`src/rtl/dac_sample_scheduler.sv`:
```
// dac_sample_scheduler: paces one-cycle start pulses to the SPI sine DAC at a
// programmable period, waits for each transfer's end pulse, counts completed
// samples and flags overrun (transfer longer than the period) and timeout.
module dac_sample_scheduler #(
  parameter int PERIOD_W = 16,
  parameter int CNT_W    = 12,
  parameter int TIMEOUT  = 4096
) (
  input  logic                clk_i,
  input  logic                rst_i,
  input  logic                en_i,
  input  logic [PERIOD_W-1:0] period_i,
  input  logic [CNT_W-1:0]    burst_i,
  input  logic                end_i,
  output logic                start_o,
  output logic                busy_o,
  output logic                done_o,
  output logic                ovr_o,
  output logic                tout_o,
  output logic [CNT_W-1:0]    cnt_o
);

  localparam int TO_W = $clog2(TIMEOUT + 1);
  localparam int TC_W = ((PERIOD_W + 1) > TO_W) ? (PERIOD_W + 1) : TO_W;

  typedef enum logic [1:0] {S_IDLE, S_FIRE, S_WAIT, S_GAP} state_t;

  state_t              r_state;
  logic [PERIOD_W-1:0] r_period;
  logic [CNT_W-1:0]    r_burst;
  logic [CNT_W-1:0]    r_cnt;
  logic [TC_W-1:0]     r_tc;
  logic                r_start;
  logic                r_busy;
  logic                r_done;
  logic                r_ovr;
  logic                r_tout;

  logic [PERIOD_W-1:0] w_period;
  logic [TC_W-1:0]     w_tc_last;
  logic [TC_W-1:0]     w_tc_inc;
  logic [CNT_W-1:0]    w_cnt_inc;
  logic                w_burst_hit;
  logic                w_tout_hit;
  logic                w_overrun;

  // Period clamp, cycle-count thresholds and burst completion for the current sample
  always_comb begin
    w_period    = (period_i < PERIOD_W'(2)) ? PERIOD_W'(2) : period_i;
    w_tc_last   = TC_W'(r_period) - TC_W'(1);
    w_tc_inc    = r_tc + TC_W'(1);
    w_cnt_inc   = r_cnt + CNT_W'(1);
    w_burst_hit = (r_burst != '0) && (w_cnt_inc == r_burst);
    w_tout_hit  = (r_tc == TC_W'(TIMEOUT - 1));
    w_overrun   = (r_tc >= w_tc_last);
  end

  // Sequencer: IDLE -> FIRE -> WAIT -> (GAP -> FIRE | IDLE), all outputs registered
  always_ff @(posedge clk_i) begin
    if (rst_i) begin
      r_state  <= S_IDLE;
      r_period <= '0;
      r_burst  <= '0;
      r_cnt    <= '0;
      r_tc     <= '0;
      r_start  <= 1'b0;
      r_busy   <= 1'b0;
      r_done   <= 1'b0;
      r_ovr    <= 1'b0;
      r_tout   <= 1'b0;
    end else begin
      r_start <= 1'b0;
      r_done  <= 1'b0;
      case (r_state)
        S_IDLE: begin
          if (en_i) begin
            r_period <= w_period;
            r_burst  <= burst_i;
            r_cnt    <= '0;
            r_ovr    <= 1'b0;
            r_tout   <= 1'b0;
            r_start  <= 1'b1;
            r_busy   <= 1'b1;
            r_state  <= S_FIRE;
          end
        end
        S_FIRE: begin
          r_tc    <= TC_W'(1);
          r_state <= S_WAIT;
        end
        S_WAIT: begin
          r_tc <= w_tc_inc;
          // end_i wins over the timeout on the same edge; burst completion wins over disable
          if (end_i) begin
            r_cnt <= w_cnt_inc;
            if (w_burst_hit) begin
              r_done  <= 1'b1;
              r_busy  <= 1'b0;
              r_state <= S_IDLE;
            end else if (!en_i) begin
              r_busy  <= 1'b0;
              r_state <= S_IDLE;
            end else if (w_overrun) begin
              r_ovr   <= 1'b1;
              r_start <= 1'b1;
              r_state <= S_FIRE;
            end else begin
              r_state <= S_GAP;
            end
          end else if (w_tout_hit) begin
            r_tout  <= 1'b1;
            r_busy  <= 1'b0;
            r_state <= S_IDLE;
          end
        end
        S_GAP: begin
          r_tc <= w_tc_inc;
          if (!en_i) begin
            r_busy  <= 1'b0;
            r_state <= S_IDLE;
          end else if (r_tc == w_tc_last) begin
            r_start <= 1'b1;
            r_state <= S_FIRE;
          end
        end
        default: begin
          r_busy  <= 1'b0;
          r_state <= S_IDLE;
        end
      endcase
    end
  end

  assign start_o = r_start;
  assign busy_o  = r_busy;
  assign done_o  = r_done;
  assign ovr_o   = r_ovr;
  assign tout_o  = r_tout;
  assign cnt_o   = r_cnt;

endmodule

```
`config.mk`:
```
export PLATFORM = sky130hd
export DESIGN_NAME = dac_sample_scheduler
export DESIGN_NICKNAME = d
export VERILOG_FILES = /design/src/rtl/dac_sample_scheduler.sv
export SDC_FILE = /design/constraint.sdc
export NUM_CORES = 1
export LEC_CHECK = 0
export ABC_AREA = 1
export CORE_MARGIN = 1.5
export CORE_UTILIZATION = 30
export DETAILED_ROUTE_END_ITERATION = 12
export GPL_ROUTABILITY_DRIVEN = 0
export GPL_TIMING_DRIVEN = 0
export PLACE_DENSITY = 0.58
export SLEW_MARGIN = 5
export SYNTH_ARGS = -nofsm -noshare
export SYNTH_HDL_FRONTEND = slang
export SYNTH_SLANG_ARGS = --single-unit
```
`constraint.sdc`:
```
create_clock -name clk_i -period 7.7 [get_ports clk_i]
set_input_delay 1.54 -clock clk_i [delete_from_list [all_inputs] [get_ports clk_i]]
set_output_delay 1.54 -clock clk_i [all_outputs]
set_load 0.02 [all_outputs]
```
# Word level (Yosys, flattened, before mapping)
# Cells that the tools add are included.
dict set report word_totals {
  register_bits 64
  latchBits 0
  ramBits 0
  mem_bits_ro 0
  output_inout_bits 17
  word_cells 84
  memories 0
}
dict set report classes {
  addsub 3
  mul 0
  n_div 0
  n_lt_le_gt_ge 2
  n_eq_ne 15
  shift 0
  muxes 38
  bitwise_logic 2
  n_reduce_logical 14
}
# operator count
set op_table {}
lappend op_table {{17-bit one-hot mux with 2 select lines} 1}
lappend op_table {{12-bit 2-to-1 mux} 2}
lappend op_table {{12-bit one-hot mux with 2 select lines} 1}
lappend op_table {{1-bit 2-to-1 mux} 20}
lappend op_table {{17-bit by 1-bit adder with 17-bit output, second input constant} 1}
lappend op_table {{17-bit by 12-bit == test with 1-bit output, second input constant} 1}
lappend op_table {{17-bit == test} 1}
lappend op_table {{17-bit >= comparator} 1}
lappend op_table {{16-bit by 1-bit subtractor with 17-bit output, second input constant} 1}
lappend op_table {{16-bit by 2-bit < comparator with 1-bit output, second input constant} 1}
lappend op_table {{16-bit 2-to-1 mux} 1}
lappend op_table {{2-bit 2-to-1 mux} 8}
lappend op_table {{2-bit inequality test, second input constant} 7}
lappend op_table {{12-bit by 1-bit adder with 12-bit output, second input constant} 1}
lappend op_table {{12-bit == test} 1}
lappend op_table {{12-bit nonzero test} 1}
lappend op_table {{3-bit AND reduction} 3}
lappend op_table {{2-bit one-hot mux with 4 select lines} 1}
lappend op_table {{3-bit inequality test, second input constant} 2}
lappend op_table {{1-bit one-hot mux with 3 select lines} 2}
lappend op_table {{6-bit AND reduction} 1}
lappend op_table {{2-bit == test, second input constant} 2}
lappend op_table {{1-bit one-hot mux with 2 select lines} 2}
lappend op_table {{4-bit AND reduction} 1}
lappend op_table {{other kinds (9)} 11}

# Depth between registers and ports, before layout
dict set report logic_depth {
  depth_word 7
  ltp_mapped 24
  ltp_nobuf 24
}

# Least setup slack after synthesis
# OpenSTA, ideal clock, no wires.
dict set report synth_timing {
  path_type {flip-flop to flip-flop}
  start {register r_period[0]}
  end {register r_state[1]}
  arrival_ns 2.705
  path_slack_ns 4.885
  stages_incl_launch_ff 23
  n_path_buf 0
  synth_period_minus_slack_ns 2.815
  path_cell_list {dfxtp_1 inv_1 ha_1 inv_1 nor2_2 inv_1 nor3_2 nand2_1 nor2_2 nand3_2 nor4_2 nand2_1 xor2_1 ha_1 nand4_1 nor3_1 nand4_1 nand4_1 inv_1 nand4_1 nand3_1 nand2_1 inv_1}
}
dict set report synth_between {
  elab_chain_len 7
}
# element line
set synth_lines {}
lappend synth_lines {{start, declared} 29} ;# logic [PERIOD_W-1:0] r_period;
lappend synth_lines {{start signal, assigned} 77} ;# r_period <= w_period;
lappend synth_lines {{16-bit by 1-bit subtractor with 17-bit output (*)} 50} ;# w_tc_last = TC_W'(r_period) - TC_W'(1);
lappend synth_lines {{17-bit >= comparator} 55} ;# w_overrun = (r_tc >= w_tc_last);
lappend synth_lines {{2-bit 2-to-1 mux} 103} ;# end else if (w_overrun) begin
lappend synth_lines {{2-bit 2-to-1 mux} 100} ;# end else if (!en_i) begin
lappend synth_lines {{2-bit 2-to-1 mux} 96} ;# if (w_burst_hit) begin
lappend synth_lines {{2-bit 2-to-1 mux} 94} ;# if (end_i) begin
lappend synth_lines {{2-bit one-hot mux with 4 select lines} 74} ;# case (r_state)
lappend synth_lines {{end signal, assigned} 99} ;# r_state <= S_IDLE;
lappend synth_lines {{end signal, assigned} 102} ;# r_state <= S_IDLE;
lappend synth_lines {{end signal, assigned} 106} ;# r_state <= S_FIRE;
lappend synth_lines {{end, declared} 28} ;# state_t r_state;
# Mark *: on every way between the ends. The rest lies on a longest branch, timed or not.
# A chain may end at the register's enable or synchronous reset.

# Final worst setup path
dict set report layout_timing {
  start {register r_period[0]}
  end {register r_state[0]}
}
dict set report layout_between {
  elab_chain_len 4
}
# element line
set layout_lines {}
lappend layout_lines {{16-bit by 1-bit subtractor with 17-bit output} 50}
lappend layout_lines {{17-bit == test} 121} ;# end else if (r_tc == w_tc_last) begin
lappend layout_lines {{3-bit inequality test (no source line)} --}
lappend layout_lines {{3-bit AND reduction (no source line)} --}
lappend layout_lines {{end signal, assigned} 120} ;# r_state <= S_IDLE;
lappend layout_lines {{end signal, assigned} 123} ;# r_state <= S_FIRE;
lappend layout_lines {{end signal, assigned} 128} ;# r_state <= S_IDLE;
# No other way between the ends.

==> flow_summary.ini <==
[sta]
setup_violations = 0
setup_tns_ps = 0
fmax_ghz = 0.284
relSlewSlack = 0.424
period_share = 0.457
slew_violations = 0
skew_ps = 6.28
worst_pin_slew_ps = 861
min_period_ps = 3520
rsz0062_at_grt = no
hold_viol = 0

[worst_setup_path]
cp_slowest_stage_delay_ps = 340
slowest_stage = ha_1
critPathKind = reg2reg
crit_start = r_period[0]$_SDFFE_PP0P_
end_kind = flip-flop
crit_fanout = 4
cp-start-kind = flip-flop
endpoint = r_state[0]$_SDFFE_PP0P_
reg2reg_from = r_period[0]$_SDFFE_PP0P_
cpMostUsedCell = nand2_1
arrival_ps = 3740
r2r.worst_path.cells = 22
worstReg2RegEnd = r_state[0]$_SDFFE_PP0P_
worst-r2r-setup-slack_ps = 4180
path_cells = inv_1 > ha_1 > inv_1 > nor2_2 > inv_1 > nor3_2 > nand2_1 > nor2_2 > nand3_2 > nor4_2 > nand2_1 > xor2_1 > ha_1 > nand4_1 > nor4_1 > nand2_1 > nand2_1 > nand2_1 > inv_1 > nand2_1 > o21ai_1 > inv_1
required_ps = 7920

[clock_network]
path_clk_slew_ps = 60
hold_buffers = 0
cts_resized = 0
numCtsBuffers = 9
cts_root_buf = clkbuf_16
postCtsSetupBuffers = 0
cts_buffer_depth = 2
htreeDepth = 3
cts_sinks = 64
tritoncts = built
clock_latency_ps = 330

[floorplan]
die_x_um = 116
rows = 41
num_io_pins = 49
die_area_sq_um = 13400
initial_core_util = 0.305
die_h_um = 116
fp.coreArea_sq_um = 12500

[yosys]
seq_area_frac_synth = 0.336
ys_async_sr_fraction = 0
synth_top_area_cell = dfxtp_1
ys_dominant_reg_cell = dfxtp_1
yosysTopAreaCellShare = 0.336
netlist_area_sq_um = 3820
avgSynthCellArea_sq_um = 6.71
ys_ff_latch = 64
synth_fp_nets = 621
synth_edf_count = 0
synthCells = 569
yosysWarnings = 0
synth_area_leaders = dfxtp_1 34%, nand2_1 13%, inv_1 7.1%, nand3_1 6.8%, ha_1 6.6%
synth_cell_types = 34

[power]
power.switching_uw = 403
p_clk_frac = 0.363
power_density_nw_per_um2 = 239
seq_power_share = 0.338
internal-power_uw = 749
p_comb_frac = 0.299
power_leakage_uw = 0.00201
ir_drop_mv = 0.103
swShare = 0.350

[finish]
final_cell_mix = 131 x nand2_1, 72 x inv_1, 64 x dfxtp_1
drive_above_1_share = 0.0679
antenna_cells = 0
layout_commonest_cell = nand2_1
synthToLayoutAreaGrowth_pct = 26.2
nets = 680
fin_area_sq_um = 4820
post-route-util = 0.385

[routing]
num_vias = 3963
drc = 0
drtIter0Drc = 211
drt.antenna.violating_nets = 0
wl_um = 11200
wl_per_cell_um = 13.9
drt-vias-per-instance = 4.92
drt-pass1-iter-count = 4

[place]
place_area_sq_um = 4510
hpwlAfterDp_um = 8640
io_buffers = 48

[worst_hold_path]
hp-class = reg2reg

[run_status]
status = finished, final reports clean

[global_route]
gr-total-overflow = 0
grt_pass1_vias = 3676
antenna_found_initial = 0
grt_pass1_wl_um = 18100
grt_max_degree = 13
grt_use_total = 0.174

[run]
cap_violations = 0
[cell families (layout without fill, tap and decap cells)]
family                   Yosys count  after routing  share of synthesized area
AND/OR/NAND/NOR                  300            300                      0.354
buffers and inverters             85            149                     0.0845
AO/OA/AOI/OAI                     84             84                      0.124
flip-flops                        64             64                      0.336
adder cells (fa/ha/maj)           20             20                     0.0655
XOR/XNOR                          16             16                     0.0367
[synthesized netlist by cell type, drive strengths merged, types with 3 or more instances]
cell type and n:
nand2 136, inv 74, nor2 71, dfxtp 64
nand3 55, o21ai 32, a21oi 31, ha 20
nor3 15, xor2 13, nand4 12, nor4 8
clkbuf 7, a211oi 6, o22ai 5, buf 4
nand3b 3, o21a 3, xnor2 3
[power by group through the flow]
stage	Clock, uW	Sequential (uW)	Combinational (uW)
after floorplan	0	394	235
after global placement	0	395	337
after detailed placement	0	396	339
after CTS	422	389	342
after global routing	438	394	391
final	418	390	344
[stage by stage]
stage | setup WS, ps | power (uW) | cells | hold slack (ps)
2_1_floorplan | 4880 | 630 | 569 | 454
3_3_place_gp | 4190 | 732 | 789 | 448
3_5_place_dp | 4150 | 735 | 789 | 450
4_1_cts | 4250 | 1150 | 805 | 459
5_1_grt | 3820 | 1220 | 805 | 500
6_report | 4180 | 1150 | 805 | 455
[flip-flops by register name (all words and copies together) (netlist names)]
name,count
start_o,1
r_state,2
r_period,16
tout_o,1
ovr_o,1
done_o,1
r_tc,17
r_burst,12
cnt_o,12
busy_o,1
[final cells by class]
| class | instances | area, sq um |
|---|---|---|
| clock inverters | 6 | 66.3 |
| fillers | 1351 | 7700 |
| plain buffers | 11 | 45.0 |
| inverters | 74 | 278 |
| flip-flops and latches | 64 | 1280 |
| well taps | 172 | 215 |
| clock buffers | 10 | 239 |
| multi-input cells | 420 | 2210 |
| repair buffers | 48 | 480 |
[worst min path at each step]
| stage | startpoint | to | depth (start not counted) |
|---|---|---|---|
| 6_report | ovr_o$_SDFFE_PP0P_ | ovr_o$_SDFFE_PP0P_ | 2 |
| 5_1_grt | tout_o$_SDFFE_PP0P_ | tout_o$_SDFFE_PP0P_ | 1 |
| 4_1_cts | ovr_o$_SDFFE_PP0P_ | ovr_o$_SDFFE_PP0P_ | 2 |
| 3_5_place_dp | ovr_o$_SDFFE_PP0P_ | ovr_o$_SDFFE_PP0P_ | 2 |
| 3_3_place_gp | ovr_o$_SDFFE_PP0P_ | ovr_o$_SDFFE_PP0P_ | 2 |
| 2_1_floorplan | r_burst[10]$_SDFFE_PP0P_ | r_burst[10]$_SDFFE_PP0P_ | 2 |
[worst max-delay path: cells and delay by family, from the launching register on]
kind	cells	cell delay, ps
flip-flops	1	300
adder cells (fa/ha/maj)	2	540
XOR/XNOR	1	170
buffers and inverters	5	360
AO/OA/AOI/OAI	1	160
AND/OR/NAND/NOR	13	1880
[layer usage]
metal	GRT usage	share of wire
met5	0	0
met2	0.261	0.42
met4	0.0488	0.013
met3	0.0272	0.055
met1	0.257	0.51
No activity file was read; power rests on OpenSTA's default activity.
